$ cat src/rtl/axi4_lite_write_regfile_if.sv
// AXI4-Lite write-channel bundle (AW, W, B) between the interconnect and
// the register-file slave. Signal names carry the direction as seen from
// the slave.
interface axi4_lite_write_regfile_if #(
    parameter int ADDR_WIDTH = 5,
    parameter int DATA_SIZE  = 32
);
    logic [ADDR_WIDTH-1:0]    write_address_i;
    logic                     write_address_valid_i;
    logic                     write_address_ready_o;
    logic [DATA_SIZE-1:0]     write_data_i;
    logic [DATA_SIZE/8-1:0]   write_data_strb_i;
    logic                     write_data_valid_i;
    logic                     write_data_ready_o;
    logic [1:0]               write_response_o;
    logic                     write_response_valid_o;
    logic                     write_response_ready_i;

    modport master (
        output write_address_i, write_address_valid_i,
        input  write_address_ready_o,
        output write_data_i, write_data_strb_i, write_data_valid_i,
        input  write_data_ready_o,
        input  write_response_o, write_response_valid_o,
        output write_response_ready_i
    );

    modport slave (
        input  write_address_i, write_address_valid_i,
        output write_address_ready_o,
        input  write_data_i, write_data_strb_i, write_data_valid_i,
        output write_data_ready_o,
        output write_response_o, write_response_valid_o,
        input  write_response_ready_i
    );
endinterface

$ cat src/rtl/axi4_lite_write_regfile.sv
// AXI4-Lite write slave with a byte-strobed register file. AW and W are
// captured independently into one-entry holding registers; once both are
// held the write is decoded (DECERR / SLVERR / OKAY) and committed in a
// single cycle, then the response is offered on B until accepted.
module axi4_lite_write_regfile #(
    parameter int               DEPTH      = 4,
    parameter int               DATA_SIZE  = 32,
    parameter int               ADDR_WIDTH = $clog2(DEPTH*DATA_SIZE/8) + 1,
    parameter logic [DEPTH-1:0] RO_MASK    = '0
) (
    input  logic                         clk_i,
    input  logic                         rst_clk_i,
    axi4_lite_write_regfile_if.slave     bus,
    output logic [DEPTH*DATA_SIZE-1:0]   registers_o,
    output logic                         write_event_o,
    output logic [$clog2(DEPTH)-1:0]     write_index_o,
    output logic [DATA_SIZE/8-1:0]       write_enable_o
);
    localparam int NB    = DATA_SIZE / 8;
    localparam int OFF   = $clog2(NB);
    localparam int IDX_W = $clog2(DEPTH);

    localparam logic [1:0] RESP_OKAY   = 2'b00;
    localparam logic [1:0] RESP_SLVERR = 2'b10;
    localparam logic [1:0] RESP_DECERR = 2'b11;

    localparam logic [ADDR_WIDTH-1:0] DEPTH_A = ADDR_WIDTH'(DEPTH);

    // One-hot: each state owns exactly one flop.
    typedef enum logic [2:0] {
        ST_COLLECT  = 3'b001,
        ST_COMMIT   = 3'b010,
        ST_RESPONSE = 3'b100
    } state_t;

    // Response code for a captured address; the first matching rule wins.
    function automatic logic [1:0] decode_resp(input logic [ADDR_WIDTH-1:0] addr);
        logic [ADDR_WIDTH-1:0] word;
        logic [IDX_W-1:0]      idx;
        word = addr >> OFF;
        idx  = IDX_W'(word);
        if (word >= DEPTH_A) begin
            decode_resp = RESP_DECERR;
        end else if (addr[OFF-1:0] != {OFF{1'b0}}) begin
            decode_resp = RESP_SLVERR;
        end else if (RO_MASK[idx]) begin
            decode_resp = RESP_SLVERR;
        end else begin
            decode_resp = RESP_OKAY;
        end
    endfunction

    // Byte-lane merge: strobed lanes take new data, the rest keep old data.
    function automatic logic [DATA_SIZE-1:0] merge_bytes(
        input logic [DATA_SIZE-1:0] old_v,
        input logic [DATA_SIZE-1:0] new_v,
        input logic [NB-1:0]        strb
    );
        logic [DATA_SIZE-1:0] res;
        res = old_v;
        for (int k = 0; k < NB; k++) begin
            if (strb[k]) begin
                res[k*8 +: 8] = new_v[k*8 +: 8];
            end else begin
                res[k*8 +: 8] = old_v[k*8 +: 8];
            end
        end
        return res;
    endfunction

    state_t                 state_q;
    logic                   aw_full_q;
    logic                   w_full_q;
    logic [ADDR_WIDTH-1:0]  addr_q;
    logic [DATA_SIZE-1:0]   data_q;
    logic [NB-1:0]          strb_q;
    logic                   aw_ready_q;
    logic                   w_ready_q;
    logic                   bvalid_q;
    logic [1:0]             resp_q;
    logic                   event_q;
    logic [IDX_W-1:0]       index_q;
    logic [NB-1:0]          enable_q;
    logic [DATA_SIZE-1:0]   regs_q [DEPTH];

    logic                   aw_hs_s;
    logic                   w_hs_s;
    logic                   aw_full_d;
    logic                   w_full_d;
    logic [IDX_W-1:0]       word_idx_s;
    logic [1:0]             resp_d;
    logic [DATA_SIZE-1:0]   merged_d;

    // Handshakes, next-cycle holding state, and decode of the held write.
    always_comb begin
        aw_hs_s    = aw_ready_q & bus.write_address_valid_i;
        w_hs_s     = w_ready_q & bus.write_data_valid_i;
        aw_full_d  = aw_full_q | aw_hs_s;
        w_full_d   = w_full_q | w_hs_s;
        word_idx_s = IDX_W'(addr_q >> OFF);
        resp_d     = decode_resp(addr_q);
        merged_d   = merge_bytes(regs_q[word_idx_s], data_q, strb_q);
    end

    // Control FSM with holding registers, register file and registered outputs.
    always_ff @(posedge clk_i) begin
        if (rst_clk_i) begin
            state_q    <= ST_COLLECT;
            aw_full_q  <= 1'b0;
            w_full_q   <= 1'b0;
            addr_q     <= '0;
            data_q     <= '0;
            strb_q     <= '0;
            aw_ready_q <= 1'b0;
            w_ready_q  <= 1'b0;
            bvalid_q   <= 1'b0;
            resp_q     <= RESP_OKAY;
            event_q    <= 1'b0;
            index_q    <= '0;
            enable_q   <= '0;
            for (int i = 0; i < DEPTH; i++) begin
                regs_q[i] <= '0;
            end
        end else begin
            event_q <= 1'b0;
            case (state_q)
                ST_COLLECT: begin
                    if (aw_hs_s) begin
                        addr_q    <= bus.write_address_i;
                        aw_full_q <= 1'b1;
                    end
                    if (w_hs_s) begin
                        data_q   <= bus.write_data_i;
                        strb_q   <= bus.write_data_strb_i;
                        w_full_q <= 1'b1;
                    end
                    // Counting this cycle's handshakes lets a same-cycle AW+W
                    // reach COMMIT without a wasted cycle.
                    if (aw_full_d && w_full_d) begin
                        state_q    <= ST_COMMIT;
                        aw_ready_q <= 1'b0;
                        w_ready_q  <= 1'b0;
                    end else begin
                        aw_ready_q <= ~aw_full_d;
                        w_ready_q  <= ~w_full_d;
                    end
                end
                ST_COMMIT: begin
                    resp_q   <= resp_d;
                    bvalid_q <= 1'b1;
                    state_q  <= ST_RESPONSE;
                    if (resp_d == RESP_OKAY) begin
                        regs_q[word_idx_s] <= merged_d;
                        event_q            <= 1'b1;
                        index_q            <= word_idx_s;
                        enable_q           <= strb_q;
                    end
                end
                ST_RESPONSE: begin
                    if (bus.write_response_ready_i) begin
                        bvalid_q   <= 1'b0;
                        aw_full_q  <= 1'b0;
                        w_full_q   <= 1'b0;
                        aw_ready_q <= 1'b1;
                        w_ready_q  <= 1'b1;
                        state_q    <= ST_COLLECT;
                    end
                end
                default: begin
                    state_q    <= ST_COLLECT;
                    aw_full_q  <= 1'b0;
                    w_full_q   <= 1'b0;
                    aw_ready_q <= 1'b0;
                    w_ready_q  <= 1'b0;
                    bvalid_q   <= 1'b0;
                end
            endcase
        end
    end

    assign bus.write_address_ready_o  = aw_ready_q;
    assign bus.write_data_ready_o     = w_ready_q;
    assign bus.write_response_o       = resp_q;
    assign bus.write_response_valid_o = bvalid_q;
    assign write_event_o              = event_q;
    assign write_index_o              = index_q;
    assign write_enable_o             = enable_q;

    for (genvar g = 0; g < DEPTH; g++) begin : g_flat
        assign registers_o[g*DATA_SIZE +: DATA_SIZE] = regs_q[g];
    end
endmodule

$ cat src/flat_wrapper.sv
// flat-port wrapper written by rule: the top's interface ports become plain ports
module axi4_lite_write_regfile_flat 
#(
    parameter int               DEPTH      = 4,
    parameter int               DATA_SIZE  = 32,
    parameter int               ADDR_WIDTH = $clog2(DEPTH*DATA_SIZE/8) + 1,
    parameter logic [DEPTH-1:0] RO_MASK    = '0
)
  (clk_i, rst_clk_i, registers_o, write_event_o, write_index_o, write_enable_o, bus_write_address_i, bus_write_address_valid_i, bus_write_address_ready_o, bus_write_data_i, bus_write_data_strb_i, bus_write_data_valid_i, bus_write_data_ready_o, bus_write_response_o, bus_write_response_valid_o, bus_write_response_ready_i);
  axi4_lite_write_regfile_if #(.ADDR_WIDTH(ADDR_WIDTH), .DATA_SIZE(DATA_SIZE)) bus_i ();
  input  logic clk_i;
  input  logic rst_clk_i;
  output logic [DEPTH*DATA_SIZE-1:0] registers_o;
  output logic write_event_o;
  output logic [$clog2(DEPTH)-1:0] write_index_o;
  output logic [DATA_SIZE/8-1:0] write_enable_o;
  input wire logic [$bits(bus_i.write_address_i)-1:0] bus_write_address_i;
  input wire logic [$bits(bus_i.write_address_valid_i)-1:0] bus_write_address_valid_i;
  output wire logic [$bits(bus_i.write_address_ready_o)-1:0] bus_write_address_ready_o;
  input wire logic [$bits(bus_i.write_data_i)-1:0] bus_write_data_i;
  input wire logic [$bits(bus_i.write_data_strb_i)-1:0] bus_write_data_strb_i;
  input wire logic [$bits(bus_i.write_data_valid_i)-1:0] bus_write_data_valid_i;
  output wire logic [$bits(bus_i.write_data_ready_o)-1:0] bus_write_data_ready_o;
  output wire logic [$bits(bus_i.write_response_o)-1:0] bus_write_response_o;
  output wire logic [$bits(bus_i.write_response_valid_o)-1:0] bus_write_response_valid_o;
  input wire logic [$bits(bus_i.write_response_ready_i)-1:0] bus_write_response_ready_i;
  assign bus_i.write_address_i = bus_write_address_i;
  assign bus_i.write_address_valid_i = bus_write_address_valid_i;
  assign bus_write_address_ready_o = bus_i.write_address_ready_o;
  assign bus_i.write_data_i = bus_write_data_i;
  assign bus_i.write_data_strb_i = bus_write_data_strb_i;
  assign bus_i.write_data_valid_i = bus_write_data_valid_i;
  assign bus_write_data_ready_o = bus_i.write_data_ready_o;
  assign bus_write_response_o = bus_i.write_response_o;
  assign bus_write_response_valid_o = bus_i.write_response_valid_o;
  assign bus_i.write_response_ready_i = bus_write_response_ready_i;
  axi4_lite_write_regfile #(.DEPTH(DEPTH), .DATA_SIZE(DATA_SIZE), .ADDR_WIDTH(ADDR_WIDTH), .RO_MASK(RO_MASK)) u_core (.clk_i(clk_i), .rst_clk_i(rst_clk_i), .bus(bus_i), .registers_o(registers_o), .write_event_o(write_event_o), .write_index_o(write_index_o), .write_enable_o(write_enable_o));
endmodule
$ cat config.mk
export PLATFORM = sky130hd
export DESIGN_NAME = axi4_lite_write_regfile_flat
export DESIGN_NICKNAME = d
export VERILOG_FILES = /design/src/rtl/axi4_lite_write_regfile_if.sv /design/src/rtl/axi4_lite_write_regfile.sv /design/src/flat_wrapper.sv
export SDC_FILE = /design/constraint.sdc
export NUM_CORES = 1
export LEC_CHECK = 0
export BUFFER_PORTS_ARGS = -buffer_cell sky130_fd_sc_hd__buf_2
export CAP_MARGIN = 20
export CORE_UTILIZATION = 30
export CTS_CLUSTER_SIZE = 16
export DETAILED_ROUTE_END_ITERATION = 8
export PLACE_DENSITY = 0.61
export SLEW_MARGIN = 10
export SYNTH_ARGS = -nofsm -noshare
export SYNTH_HDL_FRONTEND = slang
export SYNTH_SLANG_ARGS = --single-unit
export TNS_END_PERCENT = 10
$ cat constraint.sdc
create_clock -name clk_i -period 1.9 [get_ports clk_i]
set_clock_uncertainty 0.15 [all_clocks]
set_input_delay 0.19 -clock clk_i [delete_from_list [all_inputs] [get_ports clk_i]]
set_output_delay 0.19 -clock clk_i [all_outputs]
set_load 0.01 [all_outputs]
== Word level (Yosys, flattened, before mapping) ==
Memory sizes are Yosys's and may differ from the RTL's.
Index checks and enable logic that the tools add are counted.

* Eq/ne operators: 11
* Bitwise gates (word level): 8
* Reductions and logical operators: 16
* Multiplexer cells: 32
* $lt $le $gt $ge: 2

{| class="wikitable"
|+ Operators with widths
! cell !! number
|-
| 32-bit 2-to-1 mux || 1
|-
| 8-bit 2-to-1 mux || 4
|-
| 32-bit OR reduction || 1
|-
| 2-bit AND reduction || 10
|-
| 1-bit one-hot mux with 3 select lines || 5
|-
| 1-bit 2-to-1 mux || 13
|-
| 3-bit one-hot mux with 3 select lines || 1
|-
| 2-bit 2-to-1 mux || 4
|-
| 3-bit 2-to-1 mux || 2
|-
| 2-bit by 1-bit != test with 1-bit output (second input constant) || 3
|-
| 3-bit AND reduction || 2
|-
| 4-bit 2-to-1 mux || 1
|-
| 1-bit != test (second input constant) || 4
|-
| 1-bit NOT || 4
|-
| 3-bit by 1-bit == test with 1-bit output (second input constant) || 1
|-
| 3-bit by 2-bit == test with 1-bit output (second input constant) || 1
|-
| 3-bit == test (second input constant) || 1
|-
| 3-bit >= comparator (second input constant) || 1
|-
| 2-bit by 3-bit less-than comparator with 1-bit output (second input constant) || 1
|-
| 1-bit AND || 2
|-
| 1-bit binary-select mux with 2-bit select || 1
|-
| 2-bit logical NOT || 1
|-
| 2-bit != test (second input constant) || 1
|-
| 1-bit bitwise OR || 2
|-
| 2 further kinds || 2
|}

* Output and inout bits: 140
* Memories kept: 1
* Flip-flop bits (word level): 58
* Input bits: 46
* RAM bits: 128

{| class="wikitable"
|+ Memory list
! memory !! depth !! width !! read ports !! clocked after memory_dff !! write ports !! RTL line !! source
|-
| u_core.regs_q || 4 || 32 || 4 || 0 || 4 || axi4_lite_write_regfile.sv:84 || <nowiki>logic [DATA_SIZE-1:0] regs_q [DEPTH];</nowiki>
|}

== Logic depth before layout (Yosys ltp) ==
* Depth after elaboration: 13
* Gate-level depth with buffers: 6
* Depth with buffers taken out: 3

== Worst setup path after synthesis ==
OpenSTA, ideal clock, no wires.

* Path type: register to register
* From: register u_core.state_q[0]
* To: memory u_core.regs_q[3][24] (enable)
* Period minus slack after synthesis: 1.986 ns
* Setup time: 0.330 ns
* Setup slack: -0.086 ns
* Stages on the path, launching flop included: 5
* Required time: 1.420 ns
* Path buffers: 1
* Arrival: 1.507 ns
* Cells stage by stage: dfxtp_1 or3b_1 clkbuf_1 nor2_1 a41o_1

{| class="wikitable"
|+ RTL lines
! element !! RTL line !! source
|-
| start: declaration || axi4_lite_write_regfile.sv:71 || <nowiki>state_t state_q;</nowiki>
|-
| start signal: assignment || axi4_lite_write_regfile.sv:108 || <nowiki>state_q <= ST_COLLECT;</nowiki>
|-
| start signal: assignment || axi4_lite_write_regfile.sv:140 || <nowiki>state_q <= ST_COMMIT;</nowiki>
|-
| start signal: assignment || axi4_lite_write_regfile.sv:151 || <nowiki>state_q <= ST_RESPONSE;</nowiki>
|-
| end: declaration || axi4_lite_write_regfile.sv:84 ||
|}

==> flow_summary_export.csv <==
group,metric,value,unit
synth,synth_xor_area_share,0.1213,%
critical_path,required,1870,ps
power,combPwrFrac,19.0,%
drt,dr.pass1.iters,5,
timing,fin_ws,92.73,ps
power,power.leakage,3.771,nW
critical_path,cp-start-kind,"flip-flop",
die,start_util,30.68,%
finish,area_growth,35.34,%
timing,maxSlewViolCount,0,
drt,drc,0,
finish,fin_area,0.009776,sq mm
clock_network,cts_root_buf,"clkbuf_16",
finish,utilization,41.52,%
placed_design,postPlaceCellArea,0.008766,sq mm
synth,yosys.area_share.adder,0,%
finish,drive_above_1_share,32.49,%
synth,synth_cell_types,35,
critical_path,crit_fanout,8,
die,design.core.area,0.02354,sq mm
synth,synth_area_leaders,"edfxtp_1 (53%), dfxtp_1 (16%), nor2_1 (5.2%)",
synth,yosys-mux-area-fraction,0,%
critical_path,worstSetupEndpointType,"flip-flop",
timing,setup_viol,0,
drt,drtAntennaViolNets,0,
clock_network,cts_buffers,17,
synth,yosys_most_used_dff,"edfxtp_1",
drt,drt-total-wl,20360,microns
power,power.switching,2.914,mW
synth,avgSynthCellArea,11.69,sq um
drt,post_drt_wl_per_cell,17.14,microns
timing,rsz0062_at_grt,"false",
synth,synthSimpleGateAreaFrac,17.27,%
power,power.density,1027,mW/mm^2
critical_path,path_class,"reg2reg",
critical_path,slowest_delay,450,ps
die,die_height,157.2,microns
placed_design,hpwlAfterDp,14750,microns
die,rows,56,
critical_path,r2r-end,"u_core.regs_q[3][15]",
drt,viasPerCell,4.738,
grt,grt-ovfl-total,0,
min_path,min_path_type,"in2reg",
timing,layout_min_cycle_time,1807,ps
timing,period_share,95.12,%
timing,relSlewSlack,54.64,%
power,seq_power_share,48.0,%
drt,wl_met2,9891,microns
synth,syn-instance-count,618,
synth,synthArstFlopShare,0,%
drt,wl_met3,1371,microns
synth,synth-edff-count,128,
timing,hold_viol_final,0,
timing,fmax,553.3,MHz
power,clock_power_share,33.0,%
clock_network,clock-sinks,186,
drt,dr.max_layer_used,"met4",
synth,synth_top_family_by_area,"simple AND/OR/NAND/NOR gates",
die,dieArea,0.02470,sq mm
finish,fillers,2273,
synth,yosys.area.top_type,"edfxtp_1",
clock_network,path_clk_slew,70,ps
critical_path,critPathTopFamily,"simple AND/OR/NAND/NOR gates",
clock_network,clock_path_buffers,2,
critical_path,slowest_stage,"or3b_4",
synth,yosysSeqAreaShare,69.29,%
job,cap_violations,0,
synth,synth_top_area_share,53.21,%
critical_path,crit_chain,"or3b_4 > nor2_4 > a41o_2",
synth,netlist_area,0.007223,sq mm
critical_path,worst_ep_arrival_time,1780,ps
outcome,status,"complete, no violations",
power,p_int,7.128,mW
placed_design,port_buffers,185,
die,ios,186,
drt,drt_iter0_markers,428,
grt,grt_pass1_wl,30030,microns
critical_path,endpoint,"u_core.regs_q[3][15]",
power,p_sw_share,29.02,%
drt,met1_length,8803,microns
synth,yosys_warnings,0,
critical_path,worst-path-buf-inv,0,
clock_network,htreeDepth,4,
synth,synth_compound_area_share,9.770,%
synth,syn_nets,664,
grt,grt_pass1_vias,5246,
critical_path,rr_worst_depth,3,
finish,fin_nets,901,
power,peakVddDrop,0.6614,mV
critical_path,worstSetupPathDepth,3,
timing,worst_slew_pin_slew,679.0,ps
clock_network,cts_tree,"built",
placed_design,dp_slack,17.30,ps
grt,grt_max_degree,41,
placed_design,gp_congestion,0.8321,
clock_network,clock_latency,430,ps
grt,grt_util_all_layers,16.76,%
grt,antenna_found_initial,1,
die,fp.dieW,157.2,microns
critical_path,r2r_slack,90,ps
drt,num_vias,5629,
timing,fin_setup_tns,0,ps
critical_path,r2r-start,"u_core.state_q[2]",
power,finalPower,10.04,mW
critical_path,crit_start,"u_core.state_q[2]",
synth,yosys_register_bits,186,
==> metal layers <==
layer	vias to the layer above	track usage [%]
li1	2692	-
met1	2711	21.53
met2	208	27.48
met3	18	4.213
met4	0	5.502
met5	-	0
==> layout make-up <==
type	instances	area, sq um	share of cell area [%]
antenna	1	2.502	0.02560
clock buffer	17	425.4	4.352
clock inverter	15	126.4	1.293
inverter	6	22.52	0.2304
multi-input combinational	372	2011	20.57
sequential	186	5005	51.20
tap	319	399.1	4.083
timing repair buffer	272	1784	18.25
==> synthesized netlist by cell type, drive strengths merged, types with 4 or more instances <==
cell    instances
dfxtp          58
nand4          40
o41ai           4
nor2b           7
nand3           6
o21ai          49
nor3b           4
nor4            4
a31o            4
nand2          40
clkbuf         37
a41o            4
buf            17
and2           33
inv             6
a21o            8
nor2          100
a21oi          50
edfxtp        128
==> sequential cells by signal (all words and copies together) (netlist names), 2 cells and up <==
name	count
u_core.regs_q	128
u_core.data_q	32
u_core.addr_q	5
u_core.strb_q	4
u_core.write_enable_o	4
u_core.state_q	3
u_core.bus.write_response_o	2
u_core.write_index_o	2
==> power groups by stage <==
stage	Combinational [mW]	Clock, mW	Sequential (mW)
floorplan	1.01	0	4.88
global placement	1.79	0	4.89
detailed placement	1.81	0	4.90
CTS	1.88	3.37	4.82
global route	2.08	3.55	4.86
finish	1.91	3.31	4.82
==> logic make-up after synthesis <==
| kind of cell | Yosys count |
|---|---|
| XOR/XNOR | 1 |
| buffers and inverters | 60 |
| AND/OR/NAND/NOR | 247 |
| flip-flops | 186 |
| AO/OA/AOI/OAI | 124 |
==> tightest hold or removal path: stages <==
cell	delay [ps]
buf_2	90
nor3b_1	40
o21ai_0	150
a21oi_1	70
==> how the worst min path moves through the flow <==
stage	end	start	slack, ps	cells past startpoint
after floorplan	u_core.strb_q[0]	bus_write_data_strb_i[0]	180	2
after global placement	u_core.bus.write_response_o[0]	u_core.bus.write_response_o[0]	300	2
after detailed placement	u_core.bus.write_response_o[0]	u_core.bus.write_response_o[0]	310	2
after CTS	u_core.data_q[31]	rst_clk_i	2	2
after global routing	u_core.data_q[31]	rst_clk_i	20	2
final	u_core.bus.write_response_valid_o	bus_write_response_ready_i	8	4
==> layout by cell type, fill, tap and decap left out, types with 4 or more instances in the layout <==
cell type	Yosys	layout
buf_2	7	185
edfxtp_1	128	128
nor2_1	100	99
dfxtp_1	58	58
a21oi_1	50	50
o21ai_0	49	47
dlygate4sd3_1	0	42
nand2_1	40	40
nand4_1	40	40
buf_4	0	37
and2_1	33	33
clkbuf_16	0	17
buf_12	0	8
a21o_1	8	6
nor2b_1	7	6
inv_1	6	6
nand3_1	6	6
a31o_2	4	4
o41ai_1	4	4
clkinvlp_4	0	4
==> what timing repair did <==
action | in CTS | in global routing
resized for setup | 0 | 11
setup buffers | 0 | 0
hold endpoints to repair | 42 | 0
hold buffers | 42 | 0
pin swaps | 0 | 1
endpoints found under the setup margin | 23 | 87
==> metrics by stage <==
step | cells | hold WS (ps)
after floorplan | 618 | 183.4
after global placement | 1113 | 299.3
after detailed placement | 1113 | 306.2
after CTS | 1187 | 1.514
after global routing | 1188 | 22.65
final | 1188 | 8.005
Note: power is estimated with default switching activity, not from simulation.
